File: config.mk
export PLATFORM = sky130hd
export DESIGN_NAME = board_controller_flat
export DESIGN_NICKNAME = d
export VERILOG_FILES = /design/src/rtl/board_controller_pkg.sv /design/src/rtl/board_controller_if.sv /design/src/rtl/board_controller_btn_edge.sv /design/src/rtl/board_controller.sv /design/src/flat_wrapper.sv
export SDC_FILE = /design/constraint.sdc
export NUM_CORES = 1
export LEC_CHECK = 0
export ABC_AREA = 0
export CAP_MARGIN = 10
export CORE_ASPECT_RATIO = 0.9
export CORE_MARGIN = 2
export CORE_UTILIZATION = 54
export CTS_CLUSTER_DIAMETER = 100
export CTS_CLUSTER_SIZE = 25
export DETAILED_ROUTE_END_ITERATION = 8
export HOLD_SLACK_MARGIN = 0.15
export PLACE_DENSITY = 0.89
export SLEW_MARGIN = 40
export SYNTH_ARGS = -nofsm -noshare
export SYNTH_HDL_FRONTEND = slang
export SYNTH_SLANG_ARGS = --single-unit
File: constraint.sdc
create_clock -name CLK -period 3.7 [get_ports CLK]
set_input_delay 0.555 -clock CLK [delete_from_list [all_inputs] [get_ports CLK]]
set_output_delay 0.555 -clock CLK [all_outputs]
set_load 0.02 [all_outputs]
File: src/rtl/board_controller_pkg.sv
// Shared chess definitions: piece codes, colours, square width and the start position.
// Also shared by the VGA board renderer.
package board_controller_pkg;

  localparam int unsigned SQ_W    = 6;
  localparam int unsigned NIB_W   = 4;
  localparam int unsigned NUM_SQ  = 64;
  localparam int unsigned BOARD_W = NUM_SQ * NIB_W;
  localparam int unsigned NUM_BTN = 5;

  localparam logic [2:0] PIECE_NONE   = 3'd0;
  localparam logic [2:0] PIECE_PAWN   = 3'd1;
  localparam logic [2:0] PIECE_KNIGHT = 3'd2;
  localparam logic [2:0] PIECE_BISHOP = 3'd3;
  localparam logic [2:0] PIECE_ROOK   = 3'd4;
  localparam logic [2:0] PIECE_QUEEN  = 3'd5;
  localparam logic [2:0] PIECE_KING   = 3'd6;

  localparam logic COLOR_WHITE = 1'b0;
  localparam logic COLOR_BLACK = 1'b1;

  // Square 0 is the least significant nibble; rows listed 7 down to 0.
  localparam logic [BOARD_W-1:0] INIT_BOARD = {
    32'h4236_5324,   // row 7: white back rank
    32'h1111_1111,   // row 6: white pawns
    128'h0,          // rows 5..2: empty
    32'h9999_9999,   // row 1: black pawns
    32'hCABE_DBAC    // row 0: black back rank
  };

  typedef enum logic [1:0] {
    S_PICK   = 2'd0,
    S_PLACE  = 2'd1,
    S_COMMIT = 2'd2
  } state_t;

  typedef struct packed {
    logic       color;
    logic [2:0] piece;
  } square_t;

  typedef struct packed {
    logic center;
    logic up;
    logic down;
    logic left;
    logic right;
  } btn_t;

  function automatic logic [7:0] nib_base(input logic [SQ_W-1:0] sq);
    return {sq, 2'b00};
  endfunction

endpackage

File: src/rtl/board_controller_if.sv
// Button inputs and renderer-facing outputs of the board controller.
interface board_controller_if;
  import board_controller_pkg::*;

  logic                 BTN_UP;
  logic                 BTN_DOWN;
  logic                 BTN_LEFT;
  logic                 BTN_RIGHT;
  logic                 BTN_CENTER;
  logic [BOARD_W-1:0]   BOARD;
  logic [SQ_W-1:0]      CURSOR_ADDR;
  logic [SQ_W-1:0]      SELECT_ADDR;
  logic                 SELECT_EN;
  logic                 TURN;
  logic                 MOVE_DONE;

  modport master (
    output BTN_UP, BTN_DOWN, BTN_LEFT, BTN_RIGHT, BTN_CENTER,
    input  BOARD, CURSOR_ADDR, SELECT_ADDR, SELECT_EN, TURN, MOVE_DONE
  );

  modport slave (
    input  BTN_UP, BTN_DOWN, BTN_LEFT, BTN_RIGHT, BTN_CENTER,
    output BOARD, CURSOR_ADDR, SELECT_ADDR, SELECT_EN, TURN, MOVE_DONE
  );

endinterface

File: src/rtl/board_controller_btn_edge.sv
// Button synchronizer followed by a registered one-cycle rising-edge pulse.
module btn_edge #(
  parameter int unsigned SYNC_STAGES = 2
) (
  input  logic CLK,
  input  logic RESET,
  input  logic btn,
  output logic pulse
);

  logic [SYNC_STAGES-1:0] sync_q;
  logic                   prev_q;

  always_ff @(posedge CLK or negedge RESET) begin
    if (!RESET) begin
      sync_q <= '0;
      prev_q <= 1'b0;
      pulse  <= 1'b0;
    end else begin
      sync_q <= {sync_q[SYNC_STAGES-2:0], btn};
      prev_q <= sync_q[SYNC_STAGES-1];
      pulse  <= sync_q[SYNC_STAGES-1] & ~prev_q;
    end
  end

endmodule

File: src/rtl/board_controller.sv
// Game-state stage: buttons -> cursor/selection FSM -> 64-square board register.
// Optional pawn promotion on commit: define BOARD_CONTROLLER_PROMOTION_EN.
module board_controller
  import board_controller_pkg::*;
#(
  parameter int unsigned     SYNC_STAGES = 2,
  parameter logic [SQ_W-1:0] CURSOR_INIT = 6'd52
) (
  input  logic             CLK,
  input  logic             RESET,
  board_controller_if.slave bus
);

  logic [NUM_BTN-1:0] btn_raw;
  logic [NUM_BTN-1:0] pulse_w;
  btn_t               btn_pulse;

  logic [BOARD_W-1:0] board_q;
  logic [SQ_W-1:0]    cursor_q;
  logic [SQ_W-1:0]    sel_addr_q;
  logic               sel_en_q;
  logic               turn_q;
  logic               move_done_q;
  state_t             state_q;

  square_t            cur_sq_c;
  square_t            src_sq_c;
  square_t            move_sq_c;
  logic [2:0]         row_c;
  logic [2:0]         col_c;
  logic               own_piece_c;

  assign btn_raw   = {bus.BTN_CENTER, bus.BTN_UP, bus.BTN_DOWN, bus.BTN_LEFT, bus.BTN_RIGHT};
  assign btn_pulse = btn_t'(pulse_w);

  for (genvar i = 0; i < NUM_BTN; i++) begin : g_btn
    btn_edge #(.SYNC_STAGES(SYNC_STAGES)) u_btn_edge (
      .CLK   (CLK),
      .RESET (RESET),
      .btn   (btn_raw[i]),
      .pulse (pulse_w[i])
    );
  end

  assign row_c = cursor_q[5:3];
  assign col_c = cursor_q[2:0];

  // Square under the cursor and the selected source square.
  always_comb begin
    cur_sq_c    = square_t'(board_q[nib_base(cursor_q) +: NIB_W]);
    src_sq_c    = square_t'(board_q[nib_base(sel_addr_q) +: NIB_W]);
    own_piece_c = (cur_sq_c.piece != PIECE_NONE) && (cur_sq_c.color == turn_q);
  end

  // Piece written to the destination; a pawn reaching the far rank may become a queen.
  always_comb begin
    move_sq_c = src_sq_c;
`ifdef BOARD_CONTROLLER_PROMOTION_EN
    if ((src_sq_c.piece == PIECE_PAWN) &&
        (row_c == ((src_sq_c.color == COLOR_WHITE) ? 3'd0 : 3'd7))) begin
      move_sq_c.piece = PIECE_QUEEN;
    end
`endif
  end

  // Selection FSM, cursor and board register; one button action per cycle.
  always_ff @(posedge CLK or negedge RESET) begin
    if (!RESET) begin
      board_q     <= INIT_BOARD;
      cursor_q    <= CURSOR_INIT;
      sel_addr_q  <= '0;
      sel_en_q    <= 1'b0;
      turn_q      <= COLOR_WHITE;
      move_done_q <= 1'b0;
      state_q     <= S_PICK;
    end else begin
      move_done_q <= 1'b0;
      unique case (state_q)
        S_PICK, S_PLACE: begin
          if (btn_pulse.center) begin
            if (state_q == S_PICK) begin
              if (own_piece_c) begin
                sel_addr_q <= cursor_q;
                sel_en_q   <= 1'b1;
                state_q    <= S_PLACE;
              end
            end else if (cursor_q == sel_addr_q) begin
              sel_en_q <= 1'b0;
              state_q  <= S_PICK;
            end else if (own_piece_c) begin
              sel_addr_q <= cursor_q;
            end else begin
              state_q <= S_COMMIT;
            end
          end else if (btn_pulse.up) begin
            if (row_c != 3'd0) cursor_q <= {row_c - 3'd1, col_c};
          end else if (btn_pulse.down) begin
            if (row_c != 3'd7) cursor_q <= {row_c + 3'd1, col_c};
          end else if (btn_pulse.left) begin
            if (col_c != 3'd0) cursor_q <= {row_c, col_c - 3'd1};
          end else if (btn_pulse.right) begin
            if (col_c != 3'd7) cursor_q <= {row_c, col_c + 3'd1};
          end
        end
        S_COMMIT: begin
          // Cursor is frozen here, so it still addresses the destination.
          board_q[nib_base(cursor_q) +: NIB_W]   <= move_sq_c;
          board_q[nib_base(sel_addr_q) +: NIB_W] <= '0;
          sel_en_q    <= 1'b0;
          turn_q      <= ~turn_q;
          move_done_q <= 1'b1;
          state_q     <= S_PICK;
        end
        default: state_q <= S_PICK;
      endcase
    end
  end

  assign bus.BOARD       = board_q;
  assign bus.CURSOR_ADDR = cursor_q;
  assign bus.SELECT_ADDR = sel_addr_q;
  assign bus.SELECT_EN   = sel_en_q;
  assign bus.TURN        = turn_q;
  assign bus.MOVE_DONE   = move_done_q;

endmodule

File: src/flat_wrapper.sv
// flat-port wrapper written by rule: the top's interface ports become plain ports
module board_controller_flat import board_controller_pkg::*;
#(
  parameter int unsigned     SYNC_STAGES = 2,
  parameter logic [SQ_W-1:0] CURSOR_INIT = 6'd52
)
  (CLK, RESET, bus_BTN_UP, bus_BTN_DOWN, bus_BTN_LEFT, bus_BTN_RIGHT, bus_BTN_CENTER, bus_BOARD, bus_CURSOR_ADDR, bus_SELECT_ADDR, bus_SELECT_EN, bus_TURN, bus_MOVE_DONE);
  board_controller_if bus_i ();
  input  logic CLK;
  input  logic RESET;
  input wire logic [$bits(bus_i.BTN_UP)-1:0] bus_BTN_UP;
  input wire logic [$bits(bus_i.BTN_DOWN)-1:0] bus_BTN_DOWN;
  input wire logic [$bits(bus_i.BTN_LEFT)-1:0] bus_BTN_LEFT;
  input wire logic [$bits(bus_i.BTN_RIGHT)-1:0] bus_BTN_RIGHT;
  input wire logic [$bits(bus_i.BTN_CENTER)-1:0] bus_BTN_CENTER;
  output wire logic [$bits(bus_i.BOARD)-1:0] bus_BOARD;
  output wire logic [$bits(bus_i.CURSOR_ADDR)-1:0] bus_CURSOR_ADDR;
  output wire logic [$bits(bus_i.SELECT_ADDR)-1:0] bus_SELECT_ADDR;
  output wire logic [$bits(bus_i.SELECT_EN)-1:0] bus_SELECT_EN;
  output wire logic [$bits(bus_i.TURN)-1:0] bus_TURN;
  output wire logic [$bits(bus_i.MOVE_DONE)-1:0] bus_MOVE_DONE;
  assign bus_i.BTN_UP = bus_BTN_UP;
  assign bus_i.BTN_DOWN = bus_BTN_DOWN;
  assign bus_i.BTN_LEFT = bus_BTN_LEFT;
  assign bus_i.BTN_RIGHT = bus_BTN_RIGHT;
  assign bus_i.BTN_CENTER = bus_BTN_CENTER;
  assign bus_BOARD = bus_i.BOARD;
  assign bus_CURSOR_ADDR = bus_i.CURSOR_ADDR;
  assign bus_SELECT_ADDR = bus_i.SELECT_ADDR;
  assign bus_SELECT_EN = bus_i.SELECT_EN;
  assign bus_TURN = bus_i.TURN;
  assign bus_MOVE_DONE = bus_i.MOVE_DONE;
  board_controller #(.SYNC_STAGES(SYNC_STAGES), .CURSOR_INIT(CURSOR_INIT)) u_core (.CLK(CLK), .RESET(RESET), .bus(bus_i));
endmodule
==> out/qor.csv <==
stage;metric;value;unit
run_status;status;completed;
floorplanning;die_h;168;um
final_layout;final_cell_area;20100;sq um
floorplanning;core;29700;sq um
placed_design;gp_congestion;1.07;
clock_tree;clock-sinks;293;
sta;slew-limit-headroom;0.422;
yosys;synthTopCellsByArea;dfrtp_1 (36%), dfstp_2 (9.6%), mux4_2 (8.6%);
clock_tree;cts_buffers;15;
power_and_ir_drop;peakVddDrop;0.000544;V
yosys;syn-instance-count;1642;
worst_setup_path;critPathSlowestCell;dfstp_2;
yosys;synth_area;16200;sq um
yosys;synth_edf_count;0;
worst_setup_path;cp-end-kind;flop;
sta;setup_viol;0;
final_layout;area_growth;24.0;%
routing;drc;0;
routing;routed_wl;65.1;mm
clock_tree;cts_max_level;1;
clock_tree;clock_latency;0.52;ns
clock_tree;clk_pin_slew;0.10;ns
worst_setup_path;critical_path.max_stage_delay;0.76;ns
yosys;ys_seq_elements;293;
worst_setup_path;r2r-start;u_core.bus.CURSOR_ADDR[2];
final_layout;layout_common_cells;nand2_1 (314), clkdlybuf4s50_1 (276), dfrtp_1 (230);
sta;fin_worst_skew;0.0241;ns
floorplanning;die_area;31400;sq um
global_route;antenna_found_initial;1;
worst_setup_path;crit_required;4.13;ns
sta;timing.final.crit_share;0.940;
power_and_ir_drop;p_leak;7.54;nW
sta;worst_pin_slew;0.865;ns
worst_setup_path;cp_max_fo;14;
worst_setup_path;worst_setup_path_start_kind;flop;
global_route;grt_pass1_vias;15800;
clock_tree;clock-root-buffer;clkbuf_16;
worst_hold_path;hold_start;u_core.g_btn[3].u_btn_edge.sync_q[0];
routing;vias;16400;
floorplanning;fp.dieW;187;um
placed_design;place_ws;0.400;ns
yosys;ys.flop_type;dfrtp_1;
global_route;grt_pass1_wl;98.3;mm
worst_setup_path;crit_buf_inv;3;
routing;post_drt_wl_per_cell;27.9;um
floorplanning;rows;60;
worst_setup_path;rrSetupSlack;0.22;ns
sta;fin_ws;0.221;ns
clock_tree;clock_path_buffers;3;
worst_setup_path;cp_common_cell;buf_4;
yosys;avgSynthCellArea;9.88;sq um
global_route;overflow;0;
sta;timing.setup.tns;0;ns
worst_setup_path;path_cells;clkinv_1 -> ha_1 -> buf_4 -> nand2b_1 -> nor2_1 -> buf_4 -> o211ai_1 -> o21ai_0;
sta;fmaxAchievable;0.287;GHz
yosys;synth.distinct_cells;83;
sta;drv_slew;0;
floorplanning;initial_core_util;0.545;
placed_design;placed_cell_area;19600;sq um
worst_hold_path;hold_path.class;reg -> reg;
power_and_ir_drop;power_density;656;nW/um^2
sta;fin_crit;3.48;ns
placed_design;io_buffer_count;277;
global_route;grt_max_degree;110;
clock_tree;cts_tree;done;
final_layout;drive_above_1_share;0.142;
worst_setup_path;worstPathArrival;3.91;ns
floorplanning;pin_count;278;
yosys;synthArstFlopShare;1.00;
yosys;yosys_warnings;0;
yosys;synth_top_area_share;0.361;
sta;hold_viol_final;0;
yosys;syn_nets;1663;
final_layout;final_common_cell;nand2_1;
worst_setup_path;path_delay_family;simple AND/OR/NAND/NOR gates;
worst_setup_path;criticalPathCategory;reg -> reg;
yosys;yosysSeqAreaShare;0.457;
job;drv_cap;0;
routing;firstDrtPassIters;8;
sta;rsz0062_at_grt;false;
global_route;grt_usage;0.408;
routing;viasPerCell;7.06;
worst_setup_path;critPathLaunch;u_core.bus.CURSOR_ADDR[2];
yosys;yosys.area.top_type;dfrtp_1;
routing;drt_iter0_drc;2739;
final_layout;finalNetCount;1939;
placed_design;hpwl;47.2;mm
routing;postRouteAntennaNets;0;
[cells by family (layout without fill, tap and decap cells)]
group / Yosys count / count (layout) / synth area share
xor gates and xnor gates: 16 / 16 / 0.00911
other: 0 / 1 / 0
muxes: 129 / 129 / 0.128
adders and majority gates: 14 / 14 / 0.0113
buffers and inverters: 163 / 447 / 0.0538
AOI/OAI and AO/OA: 500 / 500 / 0.191
and+or+nand+nor: 527 / 527 / 0.150
DFF: 293 / 293 / 0.457
[Yosys cell counts, types with 5 or more instances]
library cell  count
nand2_1         315
dfrtp_1         234
o21ai_0         200
o22ai_1          94
mux4_2           62
dfstp_2          59
mux2i_1          57
o211ai_1         55
inv_1            49
nor4_1           46
nor2_1           45
buf_2            41
a21oi_1          34
nor3_1           30
o21ai_1          29
clkbuf_1         25
o221ai_1         23
nand3_1          21
buf_6            19
nor2b_1          15
ha_1             13
buf_4            10
mux2_2           10
buf_1             8
nand2b_1          8
nor4b_1           8
xor2_1            8
or4_1             7
xnor2_1           7
a32oi_1           6
clkbuf_2          5
o21a_1            5
[state kept, by name, indices dropped and copies added, names as in the netlist, 2 cells and up]
register and count:
u_core.g_btn.u_btn_edge.prev_q 5, u_core.g_btn.u_btn_edge.sync_q 10, u_core.g_btn.u_btn_edge.pulse 5, u_core.bus.BOARD 256, u_core.bus.CURSOR_ADDR 6, u_core.bus.SELECT_ADDR 6, u_core.state_q 2
[metrics by stage]
stage / hold slack [ns] / total power (W) / util / cells
floorplan: 0.259 / 0.00822 / - / 1642
global placement: 0.338 / 0.0108 / 0.661 / 2302
detailed placement: 0.336 / 0.0109 / 0.661 / 2302
CTS: 0.150 / 0.0127 / 0.675 / 2327
global route: 0.377 / 0.0134 / 0.676 / 2329
finish: 0.362 / 0.0132 / 0.676 / 2330
[layer usage]
metal,up-vias,global-route usage,wire (um),share of wire
met5,-,0,0,0
met4,0,0.198,4140,0.064
met3,344,0.137,10200,0.16
met2,1629,0.605,27900,0.43
met1,7830,0.541,22800,0.35
li1,6639,-,-,-
[worst paths after layout]
check,end,cells past startpoint
max in group asynchronous,u_core.bus.BOARD[48],4
worst max register to register,u_core.bus.BOARD[149],8
min in group asynchronous,u_core.bus.BOARD[66],2
worst min-delay path,u_core.g_btn[3].u_btn_edge.sync_q[1],0
worst max-delay path,u_core.bus.BOARD[149],8
worst min register to register,u_core.g_btn[3].u_btn_edge.sync_q[1],0
[power by group]
part	internal [W]	switching, W
Clock	0.000777	0.00107
Combinational	0.00244	0.00503
Sequential	0.00339	0.000477
Total	0.00660	0.00658
[cell type report]
cell class	count	area, sq um
fill	2266	9630
multi-input combinational	1186	7960
sequential	293	7410
timing repair buffer	369	3600
tap	403	504
clock buffer	24	409
inverter	53	199
clock inverter	1	8.76
antenna	1	2.50
[repair_timing]
| action | CTS | global route |
|---|---|---|
| endpoints found under the hold margin | 0 | 38 |
| buffers inserted | 0 | 0 |
| hold buffers | 0 | 1 |
| resized for setup | 0 | 0 |
Power figures use the tool's default switching activity.
